--- src/rtl/chain_code_pkg.sv ---
// Shared definitions for the XNOR-chain word code: decoder state encoding and
// the reference encoder function used by the bench and the future encoder.
package chain_code_pkg;

    // Widest word the shared encode function handles; callers truncate.
    localparam int MAX_WD = 64;

    typedef enum logic [1:0] {
        IDLE = 2'd0,
        BUSY = 2'd1,
        DONE = 2'd2
    } chain_dec_state_t;

    // enc[0] = dat[0], enc[j] = ~dat[j-1] ^ dat[j]. Bit j depends only on
    // dat[j-1:j], so the low WD bits of the result are the WD-bit code word.
    function automatic logic [MAX_WD-1:0] chain_encode(input logic [MAX_WD-1:0] dat);
        logic [MAX_WD-1:0] enc;
        enc[0] = dat[0];
        for (int j = 1; j < MAX_WD; j++) begin
            enc[j] = ~dat[j-1] ^ dat[j];
        end
        return enc;
    endfunction

endpackage

--- src/rtl/chain_decoder_if.sv ---
// Input/output handshake bundle of the chain decoder.
interface chain_decoder_if #(
    parameter int WD = 4
);
    logic          in_valid;
    logic          in_ready;
    logic [WD-1:0] in_enc;
    logic          out_valid;
    logic          out_ready;
    logic [WD-1:0] out_dat;

    // Upstream producer / downstream consumer side.
    modport master (
        output in_valid, in_enc, out_ready,
        input  in_ready, out_valid, out_dat
    );

    // Decoder side.
    modport slave (
        input  in_valid, in_enc, out_ready,
        output in_ready, out_valid, out_dat
    );
endinterface

--- src/rtl/chain_decoder.sv ---
// Bit-serial XNOR-chain decoder: accepts one encoded word, resolves the carry
// chain one bit per clock, then holds the decoded word until it is taken.
module chain_decoder
    import chain_code_pkg::*;
#(
    parameter int WD   = 4,
    parameter int CNTW = 16
) (
    input  logic            CLK,
    input  logic            RSTX,
    chain_decoder_if.slave  bus,
    output logic            busy,
    output logic [CNTW-1:0] word_cnt
);

    localparam int IW = (WD > 1) ? $clog2(WD) : 1;

    chain_dec_state_t state;
    logic [WD-1:0]    enc_q;
    logic [WD-1:0]    dat_q;
    logic [IW-1:0]    idx;
    logic             prev;
    logic             bit_d;

    // Bit 0 passes straight through; every later bit is enc ^ ~previous bit.
    assign bit_d = enc_q[idx] ^ ((idx != '0) & ~prev);

    // Handshake outputs decode from state only, so no input reaches them combinationally.
    assign bus.in_ready  = (state == IDLE);
    assign bus.out_valid = (state == DONE);
    assign bus.out_dat   = dat_q;
    assign busy          = (state == BUSY);

    // Control FSM plus the serial decode datapath.
    always_ff @(posedge CLK) begin
        if (!RSTX) begin
            state    <= IDLE;
            enc_q    <= '0;
            dat_q    <= '0;
            idx      <= '0;
            prev     <= 1'b0;
            word_cnt <= '0;
        end else begin
            case (state)
                IDLE: begin
                    if (bus.in_valid) begin
                        enc_q <= bus.in_enc;
                        idx   <= '0;
                        prev  <= 1'b0;
                        state <= BUSY;
                    end
                end
                BUSY: begin
                    dat_q[idx] <= bit_d;
                    prev       <= bit_d;
                    idx        <= idx + 1'b1;
                    if (idx == IW'(WD - 1)) begin
                        state <= DONE;
                    end
                end
                DONE: begin
                    if (bus.out_ready) begin
                        word_cnt <= word_cnt + 1'b1;
                        state    <= IDLE;
                    end
                end
                default: state <= IDLE;
            endcase
        end
    end

endmodule
--- src/flat_wrapper.sv ---
// flat-port wrapper written by rule: the top's interface ports become plain ports
module chain_decoder_flat import chain_code_pkg::*;
#(
    parameter int WD   = 4,
    parameter int CNTW = 16
)
  (CLK, RSTX, busy, word_cnt, bus_in_valid, bus_in_enc, bus_out_ready, bus_in_ready, bus_out_valid, bus_out_dat);
  chain_decoder_if #(.WD(WD)) bus_i ();
  input  logic CLK;
  input  logic RSTX;
  output logic busy;
  output logic [CNTW-1:0] word_cnt;
  input wire logic [$bits(bus_i.in_valid)-1:0] bus_in_valid;
  input wire logic [$bits(bus_i.in_enc)-1:0] bus_in_enc;
  input wire logic [$bits(bus_i.out_ready)-1:0] bus_out_ready;
  output wire logic [$bits(bus_i.in_ready)-1:0] bus_in_ready;
  output wire logic [$bits(bus_i.out_valid)-1:0] bus_out_valid;
  output wire logic [$bits(bus_i.out_dat)-1:0] bus_out_dat;
  assign bus_i.in_valid = bus_in_valid;
  assign bus_i.in_enc = bus_in_enc;
  assign bus_i.out_ready = bus_out_ready;
  assign bus_in_ready = bus_i.in_ready;
  assign bus_out_valid = bus_i.out_valid;
  assign bus_out_dat = bus_i.out_dat;
  chain_decoder #(.WD(WD), .CNTW(CNTW)) u_core (.CLK(CLK), .RSTX(RSTX), .bus(bus_i), .busy(busy), .word_cnt(word_cnt));
endmodule
--- config.mk ---
export PLATFORM = sky130hd
export DESIGN_NAME = chain_decoder_flat
export DESIGN_NICKNAME = d
export VERILOG_FILES = /design/src/rtl/chain_code_pkg.sv /design/src/rtl/chain_decoder_if.sv /design/src/rtl/chain_decoder.sv /design/src/flat_wrapper.sv
export SDC_FILE = /design/constraint.sdc
export NUM_CORES = 1
export LEC_CHECK = 0
export ABC_CLOCK_PERIOD_IN_PS = 1910
export BUFFER_PORTS_ARGS = -buffer_cell sky130_fd_sc_hd__buf_2
export CORE_MARGIN = 2
export CORE_UTILIZATION = 45
export CTS_BUF_LIST = sky130_fd_sc_hd__clkbuf_4
export DETAILED_ROUTE_END_ITERATION = 8
export GPL_TIMING_DRIVEN = 0
export PLACE_DENSITY = 0.69
export SETUP_SLACK_MARGIN = 0.02
export SLEW_MARGIN = 20
export SYNTH_ARGS = -nofsm -noshare
export SYNTH_HDL_FRONTEND = slang
export SYNTH_SLANG_ARGS = --single-unit
--- constraint.sdc ---
create_clock -name CLK -period 1.91 [get_ports CLK]
set_clock_uncertainty 0.1 [all_clocks]
set_input_delay 0.191 -clock CLK [delete_from_list [all_inputs] [get_ports CLK]]
set_output_delay 0.191 -clock CLK [all_outputs]
set_load 0.05 [all_outputs]
==> Word-level counts from Yosys, hierarchy flattened <==
Index checks and enable logic that the tools add are counted.
{ "classes": {"addsub": 2, "n_lt_le_gt_ge": 2, "eq_ne": 6, "mux": 13, "n_bitwise": 3, "reduce_logical": 8} }
{ "ops": {"columns": ["op", "count"], "rows": [
  ["16-bit by 1-bit adder with 16-bit output (second input constant)", 1],
  ["2-bit 2-to-1 mux", 4],
  ["2-bit case mux with 3 select lines", 1],
  ["2-bit AND reduction", 3],
  ["4-bit bitwise mux", 1],
  ["2-bit equality test (second input constant)", 2],
  ["2-bit != test (second input constant)", 2],
  ["2-bit case mux with 2 select lines", 1],
  ["2-bit nonzero test", 2],
  ["2-bit by 3-bit < comparator with 1-bit output (second input constant)", 1],
  ["1-bit 2-to-1 mux", 3],
  ["3-bit AND reduction", 1],
  ["2-bit by 1-bit adder with 2-bit output (second input constant)", 1],
  ["1-bit binary-select mux with 2-bit select", 1],
  ["1-bit demux with 2-bit select", 1],
  ["2-bit by 1-bit equality test with 1-bit output (second input constant)", 1],
  ["2-bit by 1-bit greater-or-equal comparator with 1-bit output (second input constant)", 1],
  ["2-bit zero test", 1],
  ["2-bit by 1-bit != test with 1-bit output (second input constant)", 1],
  ["1-bit case mux with 2 select lines", 1],
  ["1-bit AND", 1],
  ["1-bit logical AND", 1],
  ["1-bit inverter", 1],
  ["1-bit bitwise XOR", 1]
]} }
{ "totals": {"reg_bits": 29, "output_inout_bits": 23, "elab_cells": 40} }

==> Longest topological paths before layout <==
{ "logic_depth": {"ltp_word": 5, "depth_mapped": 5} }

==> Worst setup path before layout <==
OpenSTA, ideal clock, no wires.
{ "synth_timing": {"path_type": "register -> register", "start": "register u_core.word_cnt[0]", "end": "register u_core.word_cnt[12]", "arrival_ns": 1.827, "t_required_ns": 1.678, "setup_slack_ns": -0.150, "stages_incl_launch_ff": 6, "n_path_buf": 0, "synth_period_minus_slack_ns": 2.060, "cell_sequence": "dfxtp_1 > ha_1 > nand3_1 > or4_1 > o21ai_1 > a21oi_1"} }
{ "synth_between": {"elab_chain_cells": 1} }
{ "synth_lines": {"columns": ["item", "line_no", "rtl"], "rows": [
  ["from (decl)", "chain_decoder.sv:13", "output logic [CNTW-1:0] word_cnt"],
  ["from (signal assigned)", "chain_decoder.sv:63", "word_cnt <= word_cnt + 1'b1;"],
  ["16-bit by 1-bit adder with 16-bit output", "chain_decoder.sv:63", null]
]} }
Every way passes these cells.
A chain may end at the register's enable or synchronous reset.

==> Worst setup path in the final report <==
Same ends and word-level chain as after synthesis.

==> results.py <==
metrics = {
    "outcome": {
        "outcome": "completed",
    },
    "hold_path": {
        "hold_class": "in -> reg",
    },
    "sta": {
        "worst-slew-pin-transition_ns": 0.523,
        "setup_ws_ns": 0.160,
        "finalHoldViolations": 0,
        "slew_violations": 0,
        "grt_setup_unrepaired": "false",
        "final-setup-viol-count": 0,
        "fin_crit_ns": 1.75,
        "slew_headroom_pct": 65.1,
        "tns_ns": 0,
        "fmax_mhz": 571,
        "period_share_pct": 91.6,
    },
    "synth": {
        "async_flop_share_pct": 0,
        "yosys.cell_types.count": 32,
        "avgSynthCellArea_um2": 8.91,
        "synth_area_um2": 1310,
        "syn_nets": 160,
        "ys_warn_count": 0,
        "synth_edf_count": 0,
        "synth_seq_area_share_pct": 44.3,
        "synthFlopType": "dfxtp_1",
        "ys_ff_latch": 29,
        "synth_cells": 147,
    },
    "global_routing": {
        "grt_pass1_wl_um": 4840,
        "grt_usage_pct": 19.0,
        "overflow": 0,
        "grt_start_max_net_pins": 11,
        "grt_antenna_before_repair": 0,
        "grt_pass1_vias": 1109,
    },
    "pwr": {
        "p_int_mw": 0.794,
        "seqPwrFrac_pct": 57.9,
        "power_density_nw_per_um2": 680,
        "clock_power_share_pct": 31.5,
        "p_sw_share_pct": 27.0,
        "comb_power_share_pct": 10.7,
        "vdd_drop_max_mv": 0.520,
        "leakage_nw": 0.660,
        "p_sw_mw": 0.294,
    },
    "route": {
        "drt-total-wl_um": 2890,
        "routed_via_density": 5.31,
        "ant_nets": 0,
        "drt-initial-drc-count": 30,
        "vias": 1163,
        "first_pass_iters": 4,
        "drc": 0,
        "wl_per_cell_um": 13.2,
    },
    "placement": {
        "place_congestion": 0.742,
        "port_buffers": 30,
        "dp_hpwl_um": 2120,
        "place_ws_ns": 0.125,
    },
    "die": {
        "coreArea_um2": 2760,
        "io_pins": 31,
        "die_width_um": 58.0,
        "die_y_um": 58.0,
        "die_area_um2": 3360,
        "placementRows": 19,
        "start_util_pct": 47.5,
    },
    "job": {
        "maxCapViolations": 0,
    },
    "cts": {
        "cts_sinks": 29,
        "clk_path_buf_depth": 2,
        "tritoncts": "yes",
        "cts-buffers-inserted": 5,
        "clock_latency_ns": 0.33,
        "path_clk_slew_ns": 0.09,
        "cts_root_buf": "clkbuf_4",
        "post-cts-setup-buffer-count": 0,
        "htreeDepth": 2,
    },
    "worst_setup_path": {
        "crit_family": "simple AND/OR/NAND/NOR gates",
        "critPathMaxFanout": 6,
        "endpoint_kind": "flip-flop",
        "required_ns": 2.00,
        "slowest_delay_ns": 0.56,
        "path_class": "reg -> reg",
        "cp_num_buf_inv": 0,
        "slowest_stage": "or4_1",
        "path_cells": "ha_1, nand3_2, or4_1, o21ai_1, a21oi_1",
        "cp-start-kind": "flip-flop",
        "cp_data_arrival_time_ns": 1.84,
    },
    "finish": {
        "syn_to_final_growth_pct": 22.3,
        "final_nets": 200,
        "drive_gt1_share_pct": 27.1,
        "n_antenna_cell": 0,
    },
}
layout make-up:
class	count	area [µm²]
well taps	31	38.8
plain buffers	4	16.3
inverters	7	26.3
clock buffers	5	37.5
flip-flops and latches	29	589
clock inverters	3	12.5
multi-input cells	107	698
repair buffers	33	183
fillers	239	1160
power groups by stage:
| stage | Clock (mW) | Sequential [mW] | Combinational (mW) |
|---|---|---|---|
| 3_3_place_gp | 0 | 0.642 | 0.105 |
| 5_1_grt | 0.380 | 0.632 | 0.127 |
| 2_1_floorplan | 0 | 0.648 | 0.0712 |
| 6_report | 0.343 | 0.630 | 0.116 |
| 4_1_cts | 0.357 | 0.630 | 0.115 |
| 3_5_place_dp | 0 | 0.644 | 0.109 |
state kept, by name, indices dropped and copies added, names as in the netlist:
signal	cells
u_core.idx	2
u_core.state	2
u_core.word_cnt	16
u_core.bus.out_dat	4
u_core.enc_q	4
u_core.prev	1
logic make-up (layout without fill, tap and decap cells):
| family | after synthesis | in the layout | share of synthesized area, % |
|---|---|---|---|
| AO/OA/AOI/OAI | 20 | 20 | 8.88 |
| AND/OR/NAND/NOR | 64 | 64 | 25.1 |
| buffers and inverters | 11 | 52 | 3.15 |
| multiplexers | 8 | 8 | 7.07 |
| flip-flops | 29 | 29 | 44.3 |
| adder cells (fa/ha/maj) | 5 | 5 | 4.78 |
| XOR/XNOR | 10 | 10 | 6.69 |
per-layer routing:
metal  part of all wire, %  track usage (%)  up-vias  wire length, µm
li1                      -                -      594                -
met1                    47             23.7      534             1340
met2                    47             30.2       30             1360
met3                   4.5             4.69        5              131
met4                   1.8             9.97        0               51
met5                     0                0        -                0
layout by cell type, fill, tap and decap left out, types with 2 or more instances in the layout:
cell	netlist	layout
dfxtp_2	0	7
mux2i_1	7	7
o21ai_1	2	2
nand2_1	11	11
xnor2_1	8	8
or3_1	2	2
xor2_1	2	2
ha_1	5	5
dlygate4sd3_1	0	3
nor4_2	2	2
dfxtp_1	29	22
a311oi_1	3	3
clkinv_1	1	3
nand4_1	2	2
nor2_1	20	19
clkbuf_4	0	5
nand3_1	9	8
nand4b_1	2	2
nand2b_1	3	3
a21oi_1	10	10
nor3_1	6	6
inv_1	6	6
o21ai_0	3	3
clkbuf_1	3	2
buf_2	0	29
repair_timing:
action | CTS | global route
endpoints found under the hold margin | 3 | 0
gates resized for setup | 2 | 3
endpoints found under the setup margin | 1 | 3
hold buffers | 3 | 0
Yosys cell counts (all sizes together) (2+ instances only):
cell type  instances  area (µm²)
o21ai              5        25.0
nand4b             2        17.5
nand3b             2        18.8
nand2b             3        18.8
nand2             11        41.3
nand4              2        12.5
or3                2        12.5
a21oi             10        50.1
inv                6        22.5
ha                 5        62.6
nand3              9        45.0
clkbuf             3        11.3
mux2i              7        70.1
nor2              20        75.1
a311oi             3        26.3
nor4               3        31.3
xnor2              8        70.1
nor3               6        30.0
xor2               2        17.5
dfxtp             29         581
path summary, 6_finish.rpt:
check,from,end,slack (ns),cells past startpoint
min reg2reg,u_core.bus.out_dat[0],u_core.bus.out_dat[0],0.36,2
max reg2reg,u_core.word_cnt[0],u_core.word_cnt[12],0.16,5
min,bus_in_enc[0],u_core.enc_q[0],0.02,3
max,u_core.word_cnt[0],u_core.word_cnt[12],0.16,5
tightest hold or removal path: stages:
cell     delay [ns]
buf_2          0.09
mux2i_1        0.06
nor2_1         0.07
metrics by stage:
stage          instance area [µm²]  hold WS [ns]  power (mW)  util [%]  cells
3_5_place_dp                  1510         0.341       0.752      54.7    208
6_report                      1600        0.0249        1.09      58.1    219
3_3_place_gp                  1510         0.328       0.747      54.7    208
2_1_floorplan                 1320         0.230       0.719         -    147
4_1_cts                       1590        0.0106        1.10      57.8    219
5_1_grt                       1600        0.0420        1.14      58.1    219
No activity file was read; power rests on OpenSTA's default activity.
